$ cat src/rtl/gesture_cmd_pkg.sv
// Shared constants, command encodings and RX state type for the gesture command receiver.
package gesture_cmd_pkg;

    localparam logic [3:0] FRAME_HEADER = 4'hA;

    typedef enum logic [1:0] {
        SPEED_STOP   = 2'b00,
        SPEED_NORMAL = 2'b01,
        SPEED_FAST   = 2'b10
    } speed_e;

    typedef enum logic [1:0] {
        STEER_STRAIGHT = 2'b00,
        STEER_RIGHT    = 2'b01,
        STEER_LEFT     = 2'b10
    } steer_e;

    typedef enum logic [1:0] {
        IDLE,
        START,
        DATA,
        STOP
    } rx_state_e;

    // A frame carries a command only with the right header and legal speed/steer codes.
    function automatic logic frame_ok(input logic [7:0] frame);
        logic hdr_ok;
        logic speed_ok;
        logic steer_ok;
        hdr_ok   = (frame[7:4] == FRAME_HEADER);
        speed_ok = (frame[3:2] == SPEED_STOP) || (frame[3:2] == SPEED_NORMAL) ||
                   (frame[3:2] == SPEED_FAST);
        steer_ok = (frame[1:0] == STEER_STRAIGHT) || (frame[1:0] == STEER_RIGHT) ||
                   (frame[1:0] == STEER_LEFT);
        return hdr_ok && speed_ok && steer_ok;
    endfunction

endpackage

$ cat src/rtl/uart_rx_8n1.sv
// 8N1 UART receiver: two-flop synchronizer, bit timer and RX FSM with
// single-cycle byte_done / stop_err strobes on the stop-bit sample cycle.
module uart_rx_8n1
    import gesture_cmd_pkg::*;
#(
    parameter int CLKS_PER_BIT = 13020
) (
    input  logic       clk,
    input  logic       reset_n,
    input  logic       uart_rx,
    output logic [7:0] byte_data,
    output logic       byte_done,
    output logic       stop_err
);

    localparam int CNT_W = $clog2(CLKS_PER_BIT + 1);
    localparam logic [CNT_W-1:0] BIT_LAST  = CNT_W'(CLKS_PER_BIT - 1);
    localparam logic [CNT_W-1:0] HALF_LAST = CNT_W'(CLKS_PER_BIT / 2 - 1);

    logic             rx_meta;
    logic             rx_sync;
    logic             rx_prev;
    rx_state_e        state_q, state_d;
    logic [CNT_W-1:0] cnt_q, cnt_d;
    logic [2:0]       idx_q, idx_d;
    logic [7:0]       shift_q, shift_d;

    // rx_prev tracks the line so IDLE only leaves on a real 1->0 edge, never on a held break.
    always_ff @(posedge clk or negedge reset_n) begin
        if (!reset_n) begin
            rx_meta <= 1'b1;
            rx_sync <= 1'b1;
            rx_prev <= 1'b1;
            state_q <= IDLE;
            cnt_q   <= '0;
            idx_q   <= '0;
            shift_q <= '0;
        end else begin
            rx_meta <= uart_rx;
            rx_sync <= rx_meta;
            rx_prev <= rx_sync;
            state_q <= state_d;
            cnt_q   <= cnt_d;
            idx_q   <= idx_d;
            shift_q <= shift_d;
        end
    end

    always_comb begin
        state_d   = state_q;
        cnt_d     = cnt_q + 1'b1;
        idx_d     = idx_q;
        shift_d   = shift_q;
        byte_done = 1'b0;
        stop_err  = 1'b0;
        case (state_q)
            IDLE: begin
                cnt_d = '0;
                if (rx_prev && !rx_sync) state_d = START;
            end
            START: begin
                if (cnt_q == HALF_LAST) begin
                    cnt_d   = '0;
                    idx_d   = '0;
                    state_d = rx_sync ? IDLE : DATA;
                end
            end
            DATA: begin
                if (cnt_q == BIT_LAST) begin
                    cnt_d   = '0;
                    shift_d = {rx_sync, shift_q[7:1]};
                    idx_d   = idx_q + 3'd1;
                    if (idx_q == 3'd7) state_d = STOP;
                end
            end
            STOP: begin
                if (cnt_q == BIT_LAST) begin
                    cnt_d     = '0;
                    state_d   = IDLE;
                    byte_done = rx_sync;
                    stop_err  = !rx_sync;
                end
            end
            default: state_d = IDLE;
        endcase
    end

    assign byte_data = shift_q;

endmodule

$ cat src/rtl/gesture_cmd_receiver.sv
// Validates received command frames and drives the registered motor command nibble.
// Define CMD_WATCHDOG_EN to build the link-silence watchdog that forces a stop command.
module gesture_cmd_receiver
    import gesture_cmd_pkg::*;
#(
    parameter int CLK_HZ     = 125000000,
    parameter int BAUD       = 9600,
    parameter int TIMEOUT_MS = 500
) (
    input  logic       clk,
    input  logic       reset_n,
    input  logic       uart_rx,
    output logic [3:0] cmd_nibble,
    output logic       cmd_valid,
    output logic       frame_err,
    output logic       link_ok
);

    localparam int CLKS_PER_BIT = CLK_HZ / BAUD;

    logic [7:0] byte_data;
    logic       byte_done;
    logic       stop_err;
    logic       accept;
    logic       reject;
    logic       timeout;

    uart_rx_8n1 #(
        .CLKS_PER_BIT(CLKS_PER_BIT)
    ) u_rx (
        .clk      (clk),
        .reset_n  (reset_n),
        .uart_rx  (uart_rx),
        .byte_data(byte_data),
        .byte_done(byte_done),
        .stop_err (stop_err)
    );

    assign accept = byte_done && frame_ok(byte_data);
    assign reject = stop_err || (byte_done && !frame_ok(byte_data));

`ifdef CMD_WATCHDOG_EN
    localparam logic [31:0] TIMEOUT_CYCLES = 32'((CLK_HZ / 1000) * TIMEOUT_MS);

    logic [31:0] wd_cnt_q;

    assign timeout = (wd_cnt_q == TIMEOUT_CYCLES - 32'd1);

    // Counter parks at the limit so the forced stop persists until a frame is accepted.
    always_ff @(posedge clk or negedge reset_n) begin
        if (!reset_n) begin
            wd_cnt_q <= '0;
        end else if (accept) begin
            wd_cnt_q <= '0;
        end else if (!timeout) begin
            wd_cnt_q <= wd_cnt_q + 32'd1;
        end
    end
`else
    assign timeout = 1'b0;
`endif

    // An accepted frame takes priority over a timeout landing in the same cycle.
    always_ff @(posedge clk or negedge reset_n) begin
        if (!reset_n) begin
            cmd_nibble <= 4'h0;
            cmd_valid  <= 1'b0;
            frame_err  <= 1'b0;
            link_ok    <= 1'b0;
        end else begin
            cmd_valid <= accept;
            frame_err <= reject;
            if (accept) begin
                cmd_nibble <= byte_data[3:0];
                link_ok    <= 1'b1;
            end else if (timeout) begin
                cmd_nibble <= {SPEED_STOP, STEER_STRAIGHT};
                link_ok    <= 1'b0;
            end
        end
    end

endmodule

$ cat config.mk
export PLATFORM = sky130hd
export DESIGN_NAME = gesture_cmd_receiver
export DESIGN_NICKNAME = d
export VERILOG_FILES = /design/src/rtl/gesture_cmd_pkg.sv /design/src/rtl/uart_rx_8n1.sv /design/src/rtl/gesture_cmd_receiver.sv
export SDC_FILE = /design/constraint.sdc
export NUM_CORES = 1
export LEC_CHECK = 0
export CAP_MARGIN = 20
export CORE_ASPECT_RATIO = 0.7
export CORE_MARGIN = 3
export CORE_UTILIZATION = 45
export DETAILED_ROUTE_END_ITERATION = 12
export PLACE_DENSITY = 0.61
export REMOVE_ABC_BUFFERS = 1
export SLEW_MARGIN = 20
export SYNTH_ARGS = -nofsm -noshare
export SYNTH_HDL_FRONTEND = slang
export SYNTH_SLANG_ARGS = --single-unit
$ cat constraint.sdc
create_clock -name clk -period 2.4 [get_ports clk]
set_input_delay 0.6 -clock clk [delete_from_list [all_inputs] [get_ports clk]]
set_output_delay 0.6 -clock clk [all_outputs]
set_load 0.005 [all_outputs]
== Word-level counts from Yosys, hierarchy flattened ==
Cells that the tools add are included.
Word-level totals
  input bits: 3
  logic and storage cells: 66
  flip-flop bits (word level): 37
Cells by class
  $add $sub $neg: 2
  reduce and logical (&&, ||, !) cells: 20
  equality and inequality tests: 16
  muxes and demuxes: 17
Operators with widths (count)
  $pmux 14 s3: 1
  $mux 14: 2
  $add 14x1->14 const B: 1
  $eq 14x13->1 const B: 1
  $eq 14x14->1 const B: 1
  $mux 2: 6
  $ne 2x1->1 const B: 5
  $eq 2x2->1 const B: 4
  $pmux 2 s4: 1
  $eq 2x1->1 const B: 3
  $logic_not 2->1: 3
  $mux 3: 2
  $pmux 3 s2: 1
  $logic_and 1x1->1: 5
  $logic_or 1x1->1: 5
  $reduce_and 5->1: 1
  $eq 4x4->1 const B: 1
  $mux 1: 4
  $add 3x1->3 const B: 1
  $eq 3x3->1 const B: 1
  $reduce_and 3->1: 1
  $logic_not 1->1: 2
  $reduce_and 2->1: 1
  $reduce_bool 2->1: 1
  $reduce_or 2->1: 1

== Depth between registers and ports, before layout ==
  depth after elaboration: 8
  depth in mapped cells: 8
  depth with buffers taken out: 7

== Modules after synthesis ==
A second synthesis with hierarchy kept.
Second synthesis, totals
  cells, all modules: 146
  area total of the unflattened synthesis: 1734.2 sq um
By module, submodules not included
  uart_rx_8n1: times used 1, cells an instance 128, area an instance 1440.1 sq um, sequential area each 754.5 sq um
  gesture_cmd_receiver: times used 1, cells an instance 18, area an instance 294.0 sq um, sequential area each 175.2 sq um

== Worst setup path after synthesis ==
No wires, ideal clock.
  kind: register -> register
  from: register u_rx.cnt_q[9]
  to: register u_rx.cnt_q[13]
  arrival time: 1682 ps
  path slack: 599 ps
  cell stages (with the launch flop): 7
  cells stage by stage: dfrtp_1 or3b_4 o41ai_4 o21ai_0 nand2b_1 buf_4 nor2_1
On the way
  cells in the longest elaborated chain, start to end: 3
RTL lines
  from (decl): line uart_rx_8n1.sv:24  | logic [CNT_W-1:0] cnt_q, cnt_d;
  from (signal assigned): line uart_rx_8n1.sv:43  | cnt_q <= cnt_d;
  $add 14x1->14 (tied with other cells): line uart_rx_8n1.sv:51  | cnt_d = cnt_q + 1'b1;
  $mux 14 (on tied branches): line uart_rx_8n1.sv:69, uart_rx_8n1.sv:77, uart_rx_8n1.sv:62
  $pmux 14 s3 (*): line uart_rx_8n1.sv:56  | case (state_q)
  named net u_rx.cnt_d[13]: line uart_rx_8n1.sv:24
The timed path passes the listed nets; every way through them passes the cells marked *.
A chain may end at the register's enable or synchronous reset.

== Final worst setup path ==
  from: register u_rx.cnt_q[9]
  to: register u_rx.cnt_q[2]
On the way
  cells in the longest elaborated chain, start to end: 3
RTL lines (line)
  $eq 14x14->1 or $eq 14x13->1 (tied branches): uart_rx_8n1.sv:69, uart_rx_8n1.sv:77, uart_rx_8n1.sv:62
  $mux 14 (on tied branches): uart_rx_8n1.sv:69, uart_rx_8n1.sv:77, uart_rx_8n1.sv:62
  $pmux 14 s3 (*): uart_rx_8n1.sv:56
  named net u_rx.cnt_d[2]: uart_rx_8n1.sv:24
Marked as above.

==> impl_metrics.csv <==
group,metric,value,unit
clock_network,cts_tree,"built",
grt,grt_max_degree,38,
setup_path,crit_fanout,14,
floorplan,io_pins,10,
final_layout,diodes,0,
yosys,yosys.area.top_type_share,48.1,%
sta,rsz0062_at_grt,"no",
sta,finalMaxSlewViolations,0,
place,portBuffers,9,
setup_path,crit_path_end_kind,"register",
sta,slew_headroom,45.6,%
yosys,synth_top_cells_by_count,"dfrtp_1 (34), nor2_1 (18), mux2_2 (12), ha_1 (8), inv_1 (7)",
pwr,p_leak,0.897,nW
routing,wirelength,3320,um
hold_path,hold_path_class,"reg2reg",
place,dp_hpwl,2370,um
yosys,synthTopCellsByArea,"dfrtp_1 (48%), mux2_2 (7.6%), ha_1 (5.7%)",
setup_path,setup.worst_path.start,"u_rx.cnt_q[9]",
grt,gr-total-overflow,0,
yosys,ys.flop_type,"dfrtp_1",
routing,ant_nets,0,
yosys,yosys.cell_types.count,39,
final_layout,fillers,331,
yosys,yosys_warnings,0,
clock_network,clkTransAtPathRegs,70,ps
yosys,ys_ff_latch,37,
grt,antenna_found_initial,0,
clock_network,cts.htree.levels,2,
final_layout,drive_gt1_share,19.8,%
routing,drc,0,
routing,wl_per_cell,15.7,um
sta,finalHoldViolations,0,
setup_path,worstPathRequired,2550,ps
sta,clock.fmax,468,MHz
setup_path,crit_arrival,2290,ps
final_layout,final_cells,212,
outcome,status,"completed",
final_layout,design_area,1990,um^2
floorplan,fp.dieArea,4730,um^2
hold_path,min-delay-start,"u_rx.rx_meta",
setup_path,max_stage_delay,450,ps
clock_network,clock_path_buffers,2,
place,place_congestion,0.951,
grt,grt_pass1_wl,5630,um
routing,drt_iter0_markers,52,
pwr,p_total,1.50,mW
sta,tns,0,ps
place,dpl.cell_count,204,
place,place_area,1900,um^2
floorplan,die_h,58.4,um
final_layout,syn2layout_area_growth,12.6,%
sta,fin_crit_sh,89.0,%
yosys,synth_largest_area_cell,"dfrtp_1",
clock_network,cts_resized,0,
setup_path,crit_path_top_delay_cell,"o41ai_4",
yosys,synth.avg_cell_area,12.0,um^2
run,maxCapViolations,0,
clock_network,cts_setup_buffers,0,
pwr,p_per_area,751,nW/um^2
setup_path,critPathLaunchType,"register",
yosys,synth-edff-count,0,
sta,setup_viol,0,
grt,track_usage,16.2,%
clock_network,cts_hold_buf,0,
routing,viasPerCell,5.41,
setup_path,reg2reg_setup_slack,260,ps
setup_path,path_buf_inv,0,
floorplan,row_count,18,
setup_path,crit_type,"reg2reg",
clock_network,cts_buffers,5,
clock_network,clockRootBuffer,"clkbuf_8",
setup_path,crit_chain,"or3b_4 -> o41ai_4 -> o21ai_0 -> nand2b_1 -> nor2_1",
yosys,ys_seq_area_share,52.6,%
grt,grt_pass1_vias,1144,
yosys,syn-cell-area,1770,um^2
sta,min_period,2140,ps
routing,vias,1147,
setup_path,critical_path.top_delay_family,"simple AND/OR/NAND/NOR gates",
floorplan,core_area,3650,um^2
clock_network,cts.sinks,37,
routing,dr.pass1.iters,4,
floorplan,die_w,80.9,um
floorplan,initial_utilization,48.5,%
final_layout,nNetsFinal,172,
yosys,synth-async-reset-ratio,100,%
yosys,yosysMostFrequentCell,"dfrtp_1",
sta,skew,3.75,ps
pwr,max-vdd-ir-drop,429,uV
setup_path,r2r-start,"u_rx.cnt_q[9]",
yosys,synthCells,147,
clock_network,worstSkewPairLatency,280,ps
sta,tightest_slew,816,ps
cell families (layout without fill, tap and decap cells):
logic type	count (synthesis)	count (layout)	synth area share (%)
AO/OA/AOI/OAI	10	10	5.17
XOR/XNOR	12	12	5.94
adder cells (fa/ha/maj)	8	8	5.66
buffers and inverters	9	24	2.19
flip-flops	37	37	52.6
multiplexers	13	13	8.21
AND/OR/NAND/NOR	58	58	20.2
worst paths after layout:
| check | to | cells past startpoint |
|---|---|---|
| max | u_rx.cnt_q[2] | 5 |
| min | u_rx.rx_sync | 0 |
| max reg2reg | u_rx.cnt_q[2] | 5 |
| min reg2reg | u_rx.rx_sync | 0 |
| max in group asynchronous | u_rx.byte_data[4] | 1 |
| min in group asynchronous | u_rx.cnt_q[1] | 1 |
flip-flops by register name, indices dropped and copies added (netlist names), named ones only:
register / cells
cmd_nibble: 4
cmd_valid: 1
frame_err: 1
link_ok: 1
u_rx.byte_data: 8
u_rx.cnt_q: 14
u_rx.idx_q: 3
u_rx.rx_meta: 1
u_rx.rx_prev: 1
u_rx.rx_sync: 1
u_rx.state_q: 1
metrics by stage:
step / util (%) / worst slack (ps) / hold WS [ps]
final: 54.6 / 264 / 359
after global routing: 54.6 / 113 / 367
after CTS: 54.6 / 268 / 360
after detailed placement: 52.2 / 297 / 349
after global placement: 52.2 / 331 / 348
after floorplan: - / 571 / 304
cell type report:
class	count	area [um^2]	area share, %
clock buffers	6	72.6	3.65
clock inverters	2	15.0	0.754
inverters	7	26.3	1.32
multi-input cells	101	800	40.2
flip-flops and latches	37	930	46.7
well taps	50	62.6	3.14
repair buffers	9	85.1	4.27
routing by layer:
layer	vias up	routed length, um	GRT usage [%]
li1	545	-	-
met1	566	1710	23.9
met4	0	48	7.23
met2	30	1410	21.9
met5	-	0	0
met3	6	153	4.74
cell usage in the layout (no fill, tap or decap), types with 2 or more instances in the layout:
cell type and count:
clkdlybuf4s50_1 8, nor4_2 2, mux2_2 12, dfstp_2 3, dfrtp_1 34, a21oi_1 2
xnor2_1 6, nand4b_1 4, nand4_1 2, inv_1 7, a32o_1 2, xor2_1 6
ha_1 8, clkinvlp_4 2, nand2_1 5, nand4bb_1 2, nor4_1 2, o21ai_0 2
nor2_1 18, and3_1 2, clkbuf_8 5, nand2b_1 3, nand3_1 6
report_power, final:
part	switching (mW)	total [mW]	internal (mW)
Combinational	0.241	0.381	0.140
Sequential	0.0300	0.691	0.661
Clock	0.219	0.423	0.204
Total	0.490	1.50	1.01
Power figures use the tool's default switching activity.
